[src/rtl/vga_timing_pkg.sv]
// Raster constants for 640x480@60, shared with the sync generator, and the
// receiver's alignment state encoding.
package vga_timing_pkg;

    localparam int H_VISIBLE   = 640;
    localparam int H_FRONT     = 16;
    localparam int H_SYNC      = 96;
    localparam int H_TOTAL     = 800;
    localparam int V_VISIBLE   = 480;
    localparam int V_FRONT     = 10;
    localparam int V_SYNC      = 2;
    localparam int V_TOTAL     = 525;
    localparam int LOCK_FRAMES = 2;

    typedef enum logic [1:0] {
        ST_HUNT      = 2'd0,
        ST_H_ALIGNED = 2'd1,
        ST_V_ALIGNED = 2'd2,
        ST_LOCKED    = 2'd3
    } rx_state_e;

    localparam logic [1:0] ERR_H  = 2'd0;
    localparam logic [1:0] ERR_V  = 2'd1;
    localparam logic [1:0] ERR_DE = 2'd2;

endpackage

[src/rtl/vga_sync_edge.sv]
// Two-stage register for one active-low sync line, with assert/deassert
// edge detection between the two stages.
module vga_sync_edge (
    input  logic vga_clk,
    input  logic rst,
    input  logic i_sync_n,
    output logic o_start,
    output logic o_end
);

    logic r_s1;
    logic r_s2;

    // Both stages reset to the idle (deasserted) level.
    always_ff @(posedge vga_clk) begin
        if (rst) begin
            r_s1 <= 1'b1;
            r_s2 <= 1'b1;
        end else begin
            r_s1 <= i_sync_n;
            r_s2 <= r_s1;
        end
    end

    assign o_start = !r_s1 && r_s2;
    assign o_end   = r_s1 && !r_s2;

endmodule

[src/rtl/vga_timing_receiver.sv]
// Recovers pixel coordinates from an hsync/vsync/de stream, checks them
// against the nominal raster and reports lock and timing errors.
module vga_timing_receiver #(
    parameter int H_VISIBLE   = vga_timing_pkg::H_VISIBLE,
    parameter int H_FRONT     = vga_timing_pkg::H_FRONT,
    parameter int H_SYNC      = vga_timing_pkg::H_SYNC,
    parameter int H_TOTAL     = vga_timing_pkg::H_TOTAL,
    parameter int V_VISIBLE   = vga_timing_pkg::V_VISIBLE,
    parameter int V_FRONT     = vga_timing_pkg::V_FRONT,
    parameter int V_SYNC      = vga_timing_pkg::V_SYNC,
    parameter int V_TOTAL     = vga_timing_pkg::V_TOTAL,
    parameter int LOCK_FRAMES = vga_timing_pkg::LOCK_FRAMES
) (
    input  logic        vga_clk,
    input  logic        rst,
    input  logic        hsync_in,
    input  logic        vsync_in,
    input  logic        de_in,
    output logic [9:0]  pixel_x,
    output logic [9:0]  pixel_y,
    output logic        pixel_valid,
    output logic        frame_start,
    output logic        locked,
    output logic        err_pulse,
    output logic [1:0]  err_type,
    output logic [15:0] err_count
);

    import vga_timing_pkg::rx_state_e;
    import vga_timing_pkg::ST_HUNT;
    import vga_timing_pkg::ST_H_ALIGNED;
    import vga_timing_pkg::ST_V_ALIGNED;
    import vga_timing_pkg::ST_LOCKED;
    import vga_timing_pkg::ERR_H;
    import vga_timing_pkg::ERR_V;
    import vga_timing_pkg::ERR_DE;

    localparam logic [9:0] X_LAST  = 10'(H_TOTAL - 1);
    localparam logic [9:0] Y_LAST  = 10'(V_TOTAL - 1);
    localparam logic [9:0] HS_X    = 10'(H_VISIBLE + H_FRONT);
    localparam logic [9:0] HE_X    = 10'(H_VISIBLE + H_FRONT + H_SYNC);
    localparam logic [9:0] VS_Y    = 10'(V_VISIBLE + V_FRONT);
    localparam logic [9:0] VE_Y    = 10'(V_VISIBLE + V_FRONT + V_SYNC);
    localparam logic [9:0] X_VIS   = 10'(H_VISIBLE);
    localparam logic [9:0] Y_VIS   = 10'(V_VISIBLE);
    localparam logic [3:0] LOCK_N  = 4'(LOCK_FRAMES);

    function automatic logic [15:0] sat_inc16(input logic [15:0] v);
        return (v == 16'hFFFF) ? v : v + 16'd1;
    endfunction

    logic       w_hs_start;
    logic       w_hs_end;
    logic       w_vs_start;
    logic       w_vs_end;
    logic       r_de_s1;

    rx_state_e  r_state;
    rx_state_e  w_state_nxt;
    logic [3:0] r_clean;
    logic [3:0] w_clean_nxt;
    logic [9:0] r_x;
    logic [9:0] r_y;
    logic [9:0] w_x_inc;
    logic [9:0] w_y_inc;
    logic [9:0] w_x_nxt;
    logic [9:0] w_y_nxt;

    logic       w_chk_h;
    logic       w_chk_v;
    logic       w_h_err;
    logic       w_v_err;
    logic       w_de_err;
    logic       w_err;
    logic [1:0] w_err_type;

    logic       r_pixel_valid;
    logic       r_frame_start;
    logic       r_err_pulse;
    logic [1:0] r_err_type;
    logic [15:0] r_err_count;

    vga_sync_edge u_hs_edge (
        .vga_clk  (vga_clk),
        .rst      (rst),
        .i_sync_n (hsync_in),
        .o_start  (w_hs_start),
        .o_end    (w_hs_end)
    );

    vga_sync_edge u_vs_edge (
        .vga_clk  (vga_clk),
        .rst      (rst),
        .i_sync_n (vsync_in),
        .o_start  (w_vs_start),
        .o_end    (w_vs_end)
    );

    always_ff @(posedge vga_clk) begin
        if (rst) r_de_s1 <= 1'b0;
        else     r_de_s1 <= de_in;
    end

    // Free-running prediction; all checks compare the sync stream against it.
    assign w_x_inc = (r_x == X_LAST) ? '0 : r_x + 10'd1;
    assign w_y_inc = (r_x != X_LAST) ? r_y :
                     (r_y == Y_LAST) ? '0 : r_y + 10'd1;

    assign w_chk_h  = (r_state != ST_HUNT);
    assign w_chk_v  = (r_state == ST_V_ALIGNED) || (r_state == ST_LOCKED);
    assign w_h_err  = w_chk_h && ((w_hs_start && (w_x_inc != HS_X)) ||
                                  (w_hs_end   && (w_x_inc != HE_X)));
    assign w_v_err  = w_chk_v && ((w_vs_start && ((w_x_inc != '0) || (w_y_inc != VS_Y))) ||
                                  (w_vs_end   && (w_y_inc != VE_Y)));
    assign w_de_err = w_chk_v && (r_de_s1 != ((w_x_inc < X_VIS) && (w_y_inc < Y_VIS)));
    assign w_err    = w_h_err || w_v_err || w_de_err;
    assign w_err_type = w_h_err ? ERR_H : (w_v_err ? ERR_V : ERR_DE);

    always_comb begin
        w_state_nxt = r_state;
        w_clean_nxt = r_clean;
        w_x_nxt     = w_x_inc;
        w_y_nxt     = w_y_inc;
        if (w_hs_start) w_x_nxt = HS_X;
        if (w_vs_start) begin
            w_x_nxt = '0;
            w_y_nxt = VS_Y;
        end
        case (r_state)
            ST_HUNT: begin
                w_x_nxt = w_hs_start ? HS_X : '0;
                w_y_nxt = '0;
                if (w_hs_start) w_state_nxt = ST_H_ALIGNED;
            end
            ST_H_ALIGNED: begin
                if (w_vs_start) begin
                    w_state_nxt = ST_V_ALIGNED;
                    w_clean_nxt = '0;
                end else begin
                    w_y_nxt = '0;
                end
            end
            ST_V_ALIGNED: begin
                // Any error leaves this state, so reaching a vs_start here means a clean frame.
                if (w_vs_start) begin
                    w_clean_nxt = r_clean + 4'd1;
                    if (r_clean + 4'd1 >= LOCK_N) w_state_nxt = ST_LOCKED;
                end
            end
            ST_LOCKED: begin
            end
            default: w_state_nxt = ST_HUNT;
        endcase
        if (w_err) begin
            w_state_nxt = ST_HUNT;
            w_clean_nxt = '0;
            w_x_nxt     = '0;
            w_y_nxt     = '0;
        end
    end

    always_ff @(posedge vga_clk) begin
        if (rst) begin
            r_state       <= ST_HUNT;
            r_clean       <= '0;
            r_x           <= '0;
            r_y           <= '0;
            r_pixel_valid <= 1'b0;
            r_frame_start <= 1'b0;
            r_err_pulse   <= 1'b0;
            r_err_type    <= '0;
            r_err_count   <= '0;
        end else begin
            r_state       <= w_state_nxt;
            r_clean       <= w_clean_nxt;
            r_x           <= w_x_nxt;
            r_y           <= w_y_nxt;
            r_pixel_valid <= r_de_s1 && (w_state_nxt == ST_LOCKED);
            r_frame_start <= (w_state_nxt == ST_LOCKED) && (w_x_nxt == '0) && (w_y_nxt == '0);
            r_err_pulse   <= w_err;
            if (w_err) begin
                r_err_type  <= w_err_type;
                r_err_count <= sat_inc16(r_err_count);
            end
        end
    end

    assign pixel_x     = r_x;
    assign pixel_y     = r_y;
    assign pixel_valid = r_pixel_valid;
    assign frame_start = r_frame_start;
    assign locked      = (r_state == ST_LOCKED);
    assign err_pulse   = r_err_pulse;
    assign err_type    = r_err_type;
    assign err_count   = r_err_count;

endmodule

[config.mk]
export PLATFORM = sky130hd
export DESIGN_NAME = vga_timing_receiver
export DESIGN_NICKNAME = d
export VERILOG_FILES = /design/src/rtl/vga_timing_pkg.sv /design/src/rtl/vga_sync_edge.sv /design/src/rtl/vga_timing_receiver.sv
export SDC_FILE = /design/constraint.sdc
export NUM_CORES = 1
export LEC_CHECK = 0
export CAP_MARGIN = 20
export CORE_MARGIN = 1.5
export CORE_UTILIZATION = 29
export CTS_CLUSTER_DIAMETER = 30
export DETAILED_ROUTE_END_ITERATION = 6
export PLACE_DENSITY = 0.54
export SKIP_LAST_GASP = 1
export SLEW_MARGIN = 15
export SYNTH_ARGS = -nofsm -noshare
export SYNTH_HDL_FRONTEND = slang
export SYNTH_SLANG_ARGS = --single-unit
[constraint.sdc]
create_clock -name vga_clk -period 11.55 [get_ports vga_clk]
set_clock_uncertainty 0.2 [all_clocks]
set_input_delay 1.7325 -clock vga_clk [delete_from_list [all_inputs] [get_ports vga_clk]]
set_output_delay 1.7325 -clock vga_clk [all_outputs]
set_load 0.005 [all_outputs]
==> impl_metrics.ini <==
[status]
status = finished, final reports clean

[cts]
clkTransAtPathRegs_ns = 0.10
cts.sinks = 52
cts_resized = 0
postCtsHoldBufs = 0
htreeDepth = 2
insertion_delay_ns = 0.30
numCtsBuffers = 5
root_buffer = clkbuf_8
postCtsSetupRepairBufs = 0
tritoncts = yes
clock_path_buffers = 2

[yosys]
synth-main-ff-cell = dfxtp_1
syn_area_per_cell_sq_um = 7.98
ys_seq_elements = 52
synth.area.top_cells = dfxtp_1, nor2_1, ha_1, mux2_2, xnor2_1
synth-edff-count = 0
synth_common_cells = nor2_1, dfxtp_1, nand2_1
syn_nets = 413
synth.area.mux_share = 0.0418
synth_compound_area_frac = 0.153
yosys.area.top_type = dfxtp_1
synthSimpleGateAreaFrac = 0.341
yosysWarnings = 0
ys_seq_area_frac = 0.328
syn_area_sq_um = 3170
yosys.cell_count.top_type = nor2_1
synth-async-reset-ratio = 0
synth_xor_area_frac = 0.0442
synth_fa_ha_area_frac = 0.0434
synth_top_area_share = 0.328
syn_inst = 397
synth_top_family_by_area = simple AND/OR/NAND/NOR gates
synth.distinct_cells = 56

[critical_path]
cp_max_fo = 15
crit_type = register to register
required_ns = 11.55
startpoint_type = register
timing.critical_path.to_type = register
cp.arrival_ns = 4.31

[detailed_routing]
viasPerCell = 5.19
wl_per_cell_um = 14.4
firstDrtPassIters = 4
num_vias = 2940
wirelength_um = 8170
antenna_left = 0
drc = 0
drt_first_iter_violations = 145

[floorplan]
die_area_sq_um = 11600
start_util = 0.303
num_rows = 37
fp.dieH_um = 108
die_w_um = 108
boundaryPins = 47
core_sq_um = 10500

[global_route]
grt_max_degree = 33
grt_pass1_vias = 2798
grt_pass1_wl_um = 13600
antenna_found_initial = 0
grt_overflow_total = 0
grt_use_total = 0.146

[timing]
slew-limit-headroom = 0.455
final.period_utilization = 0.373
period_minus_slack_ns = 4.31
worst_pin_slew_ns = 0.814
finalMaxSlewViolations = 0
grt_setup_unrepaired = no
timing_hold_violations_final = 0
setup_tns_ns = 0
setup_violations = 0
max_freq_ghz = 0.232

[layout]
fillers = 1122
syn2layout_area_growth_pct = 20.5
antennaDiodeCount = 0
drive_above_1_share = 0.0884
finalNetCount = 446

[placed_design]
dp_hpwl_um = 6050
gp_congestion = 0.894
port-buffer-count = 46

[power_and_ir_drop]
total_power_uw = 370
p_leak_uw = 0.00126
ir_drop_mv = 0.0457
powerDensity_nw_per_um2 = 96.8

[hold_path]
hold_class = register to register

[job]
maxCapViolations = 0
[final cells by class]
class / instances / area (sq um) / area share
inverters: 14 / 52.6 / 0.0138
clock buffers: 6 / 82.6 / 0.0216
flip-flops and latches: 52 / 1040 / 0.273
multi-input cells: 308 / 1980 / 0.519
clock inverters: 1 / 8.76 / 0.00229
well taps: 136 / 170 / 0.0445
repair buffers: 49 / 483 / 0.126
[final timing paths]
path	start	to	slack, ns	depth (start not counted)
setup / recovery	pixel_x[0]	err_count[4]	7.24	11
hold / removal	err_type[1]	err_type[1]	0.31	2
setup reg to reg	pixel_x[0]	err_count[4]	7.24	11
hold reg to reg	err_type[1]	err_type[1]	0.31	2
[cells in the final DEF, fill, tap and decap left out, types with 6 or more instances in the layout]
cell and count:
nand3_1 17, xnor2_1 12, nor4_1 9, nand4_1 10
inv_1 14, nor2b_1 16, o21ai_0 15, or2_2 6
and3_1 8, nor3_1 15, nand2_1 22, nor2_1 53
nand2b_1 6, a21oi_1 17, clkbuf_8 6, clkdlybuf4s50_1 46
dfxtp_1 52, ha_1 11, mux2_2 10
[per-stage QoR]
stage	util	instances	area (sq um)	worst slack, ns	hold WS, ns
finish	0.365	566	3820	7.24	0.313
global placement	0.356	558	3720	7.22	0.282
floorplan	-	397	3170	7.82	0.247
global route	0.365	566	3820	6.86	0.344
detailed placement	0.356	559	3730	7.29	0.292
CTS	0.365	566	3820	7.28	0.320
[worst max-delay path, cell delays in order (launching register included)]
cell and delay [ns]:
dfxtp_1 0.44, ha_1 0.31, and4_1 0.39, nand3_1 0.43, nor4_1 0.46, xnor2_1 0.18
o211ai_1 0.22, mux2_2 0.38, nor3b_2 0.25, buf_4 0.24, nor4b_1 0.34, mux2_2 0.38
[logic make-up (layout without fill, tap and decap cells)]
group / Yosys count / after routing
AND/OR/NAND/NOR: 197 / 197
flip-flops: 52 / 52
XOR/XNOR: 16 / 16
adder cells (fa/ha/maj): 11 / 11
multiplexers: 12 / 12
buffers and inverters: 37 / 70
AO/OA/AOI/OAI: 72 / 72
[metal layers]
metal  vias to the layer above  wire length, um  track usage
met5                         -                0            0
met2                        68             3770        0.233
met3                         4              408       0.0285
li1                       1489                -            -
met1                      1379             3940        0.202
met4                         0               51       0.0329
[sequential cells by signal, summed over array words and instances, names as in the netlist]
register / count
pixel_x: 10
r_state: 2
u_vs_edge.r_s2: 1
err_count: 16
frame_start: 1
pixel_valid: 1
r_clean: 4
err_pulse: 1
r_de_s1: 1
u_vs_edge.r_s1: 1
u_hs_edge.r_s2: 1
u_hs_edge.r_s1: 1
pixel_y: 10
err_type: 2
[power breakdown]
group / switching [uW] / internal (uW) / leakage, uW / total [uW]
sequential: 8.80 / 185 / 0.000421 / 194
clock: 59.4 / 47.9 / 0.0000473 / 107
combinational: 38.5 / 29.5 / 0.000790 / 68.0
total: 107 / 263 / 0.00126 / 370
Power figures use the tool's default switching activity.
